## src/rtl/gpr_file.sv

```systemverilog
// gpr_file: 32 x 32-bit register file, two read ports, one debug port, one write port.
// Optional same-cycle write-to-read forwarding when GPR_WRITE_BYPASS_EN is defined.
module gpr_file #(
    parameter int DATA_W   = 32,
    parameter int ADDR_W   = 5,
    parameter int LINK_REG = 31
) (
    input  logic              clk,
    input  logic              rst,
    input  logic              reg_write,
    input  logic [ADDR_W-1:0] waddr,
    input  logic [DATA_W-1:0] wdata,
    input  logic [ADDR_W-1:0] raddr1,
    input  logic [ADDR_W-1:0] raddr2,
    output logic [DATA_W-1:0] rdata1,
    output logic [DATA_W-1:0] rdata2,
    input  logic [ADDR_W-1:0] dbg_addr,
    output logic [DATA_W-1:0] dbg_data,
    output logic [15:0]       write_cnt,
    output logic [7:0]        link_cnt
);

    localparam int DEPTH = 1 << ADDR_W;
    localparam logic [ADDR_W-1:0] LINK_ADDR = ADDR_W'(LINK_REG);

    logic [DATA_W-1:0] regs [DEPTH];
    logic              wen;
    logic              hit1;
    logic              hit2;
    logic              hit_dbg;

    assign wen = reg_write && (waddr != '0);

    always_ff @(posedge clk) begin
        if (rst) begin
            for (int i = 0; i < DEPTH; i++) begin
                regs[i] <= '0;
            end
            write_cnt <= '0;
            link_cnt  <= '0;
        end else if (wen) begin
            regs[waddr] <= wdata;
            write_cnt   <= write_cnt + 16'd1;
            if (waddr == LINK_ADDR) begin
                link_cnt <= link_cnt + 8'd1;
            end
        end
    end

`ifdef GPR_WRITE_BYPASS_EN
    assign hit1    = wen && (raddr1 == waddr);
    assign hit2    = wen && (raddr2 == waddr);
    assign hit_dbg = wen && (dbg_addr == waddr);
`else
    assign hit1    = 1'b0;
    assign hit2    = 1'b0;
    assign hit_dbg = 1'b0;
`endif

    // Address 0 wins over forwarding so r0 reads zero in every build.
    assign rdata1   = (raddr1 == '0)   ? '0 : hit1    ? wdata : regs[raddr1];
    assign rdata2   = (raddr2 == '0)   ? '0 : hit2    ? wdata : regs[raddr2];
    assign dbg_data = (dbg_addr == '0) ? '0 : hit_dbg ? wdata : regs[dbg_addr];

endmodule

```

## config.mk

```make
export PLATFORM = sky130hd
export DESIGN_NAME = gpr_file
export DESIGN_NICKNAME = d
export VERILOG_FILES = /design/src/rtl/gpr_file.sv
export SDC_FILE = /design/constraint.sdc
export NUM_CORES = 2
export LEC_CHECK = 0
export BUFFER_PORTS_ARGS = -buffer_cell sky130_fd_sc_hd__buf_2
export CAP_MARGIN = 10
export CORE_MARGIN = 2
export CORE_UTILIZATION = 40
export CTS_BUF_LIST = sky130_fd_sc_hd__clkbuf_8
export CTS_CLUSTER_DIAMETER = 120
export DETAILED_ROUTE_END_ITERATION = 10
export PLACE_DENSITY = 0.54
export SYNTH_ARGS = -nofsm -noshare
export SYNTH_HDL_FRONTEND = slang
export SYNTH_SLANG_ARGS = --single-unit
```

## constraint.sdc

```tcl
create_clock -name clk -period 3.8 [get_ports clk]
set_input_delay 0.19 -clock clk [delete_from_list [all_inputs] [get_ports clk]]
set_output_delay 0.19 -clock clk [all_outputs]
set_load 0.02 [all_outputs]
```

==> flow_summary.ini <==
[sta]
finClkSkew_ns = 0.00661
timing.fmax_mhz = 282
finalHoldViolations = 0
worst-slew-pin-transition_ns = 1.34
period_needed_ns = 3.55
min_period_over_period_pct = 93.4
rsz0062_at_grt = false
setup_viol = 0
slew_viol_final = 0
setup_tns_ns = 0
slew-limit-headroom_pct = 10.4

[route]
drtIter0Drc = 7232
vias_per_cell = 6.72
wl_per_cell_um = 39.5
routed_wl_mm = 275
ant_nets = 0
drtPass1Iterations = 8
vias = 46800
drcViolationCount = 0

[cts]
cts_sinks = 1048
cts_buffer_depth = 3
cts-buffers-inserted = 187
cts_resized = 0
cts_tree = built
cts_setup_buffers = 0
cts_max_level = 4
hold_buffers = 39
cts.clk_slew.worst_paths_ns = 0.06
root_buffer = clkbuf_8
insertion_delay_ns = 0.92

[finish]
regArea_um2 = 31200
areaGrowthSynthToFinish_pct = 12.8
multiInputGateArea_um2 = 31000
fin_nets = 4693
fill_cells = 14400
drive_gt1_share_pct = 31.5
design_area_um2 = 72900

[critical_path]
critPathMaxFanout = 3
r2r_start = write_cnt[0]
ff2ff_setup_slack_ns = 2.17
cp-endpoint = rdata2[31]
cp_data_arrival_time_ns = 3.36
critPathKind = reg -> out
crit_chain = mux2i_1, a221oi_1, o21ai_0, a311oi_1, buf_2
cp-start-kind = flop
setup.worst_path.start = regs[22][31]
reg2reg_depth = 5
r2r_end = write_cnt[2]
slowest_stage = a311oi_1
slowest_delay_ns = 1.13
critPathCaptureType = output port
crit_required_ns = 3.61

[yosys]
synth_top_cell_area_share_pct = 47.6
synthXorXnorAreaFrac_pct = 0.122
yosys.cell_types.count = 57
async_reset_ff_share_pct = 0
synth_top_cell_by_area = edfxtp_1
yosys_warnings = 0
yosys.cell_count.top_type = edfxtp_1
synth_mux_area_share_pct = 28.4
netlist_instances = 4411
syn_area_per_cell_um2 = 14.6
ys_ff_latch = 1048
synth_ff_type = edfxtp_1
synthTopCellsByArea = edfxtp_1, mux4_2, and2_1, mux2i_1, mux4_1
synth-compound-area-share_pct = 6.49
synth-simple-area-share_pct = 12.2
ys_top_cells_by_count = edfxtp_1, and2_1, mux4_2
synth_adder_area_share_pct = 0.0388
synth_top_family_by_area = multiplexers
yosysSeqAreaShare_pct = 48.4
synth_edf_count = 1024
netlist_area_um2 = 64600

[global_route]
grt.overflow.total = 0
grt_pass1_vias = 45800
grt.total_usage_pct = 33.4
antenna_found_initial = 35
grt_pass1_wl_mm = 376
grt_max_degree = 86

[placement]
routabilityCongestion = 0.919
io_buffers = 174
dp_hpwl_mm = 172
placed_area_um2 = 69000

[pwr]
ir_drop_uv = 341
powerDensity_nw_per_um2 = 400
leakage_nw = 25.2
total_power_mw = 29.2

[floorplanning]
die_h_um = 406
io_pins = 175
dieArea_um2 = 165000
start_util_pct = 40.3
dieWidth_um = 406
core_area_um2 = 160000
rows = 147

[outcome]
outcome = complete, no violations

[min_path]
hold_path_class = in -> reg

[job]
drv_cap = 0
-- power breakdown --
part / switching [mW] / total, mW / internal (mW)
clock: 5.16 / 10.1 / 4.91
sequential: 0.475 / 13.8 / 13.3
combinational: 3.13 / 5.31 / 2.18
total: 8.76 / 29.2 / 20.4
-- flip-flops by register name, summed over array words and instances, names as in the netlist --
register and flops:
link_cnt 8, write_cnt 16, regs 1024
-- through the flow --
step,utilization [%],instances,setup WS [ns],hold slack (ns)
6_report,45.4,6967,0.251,0.111
5_1_grt,45.4,6946,0.227,0.110
4_1_cts,45.4,6942,0.278,0.0249
2_1_floorplan,-,4442,1.82,0.388
3_5_place_dp,43.0,6566,0.532,0.480
3_3_place_gp,43.0,6565,0.221,0.463
-- layer usage --
metal	GRT usage, %	part of all wire, %	up-vias
met3	8.54	12	739
met1	45.3	39	24500
met4	17.5	5.5	24
met2	49.3	44	3544
li1	-	-	18000
met5	0	0.069	-
-- layout by cell type (no fill, tap or decap), types with 12 or more instances in the layout --
cell type / count
o21ai_1: 42
nor2b_1: 96
a211oi_1: 96
buf_2: 164
and2_1: 993
mux4_1: 54
or2_2: 22
clkinv_1: 59
mux2_2: 97
nor2_4: 34
clkbuf_8: 190
dlygate4sd3_1: 39
dfxtp_1: 24
diode_2: 23
mux2i_1: 193
buf_12: 73
a21oi_1: 12
a311oi_1: 95
o21ai_0: 132
a221oi_1: 68
nand2_1: 58
o2111ai_1: 27
edfxtp_1: 1024
clkinv_2: 16
conb_1: 32
nor2_1: 19
inv_1: 60
buf_4: 226
a22oi_1: 96
mux4_2: 618
-- worst max-delay path: cells and delay by family (launching register included) --
kind | cells | cell delay, ns
DFF | 1 | 0.38
muxes | 1 | 0.09
buffers and inverters | 1 | 0.34
AOI/OAI and AO/OA | 3 | 1.62
-- worst min-delay path by stage --
stage | from | endpoint | depth (start not counted)
finish | waddr[3] | link_cnt[4] | 5
global placement | write_cnt[15] | write_cnt[15] | 2
CTS | waddr[3] | link_cnt[4] | 5
floorplan | wdata[31] | regs[1][31] | 1
detailed placement | write_cnt[15] | write_cnt[15] | 2
global route | waddr[3] | link_cnt[4] | 5
-- logic make-up (layout without fill, tap and decap cells) --
family / Yosys count / after routing
flip-flops: 1048 / 1048
adder cells (fa/ha/maj): 2 / 2
multiplexers: 962 / 962
AND/OR/NAND/NOR: 1292 / 1292
XOR/XNOR: 9 / 9
buffers and inverters: 516 / 858
AO/OA/AOI/OAI: 581 / 581
other: 1 / 55
-- layout make-up --
type	instances	area share, %
sequential	1048	42.9
multi-input combinational	2878	42.5
timing repair buffer	513	6.19
tap	2160	3.71
clock buffer	190	3.59
clock inverter	147	1.02
antenna	23	0.0790
inverter	8	0.0515
Power figures use the tool's default switching activity.
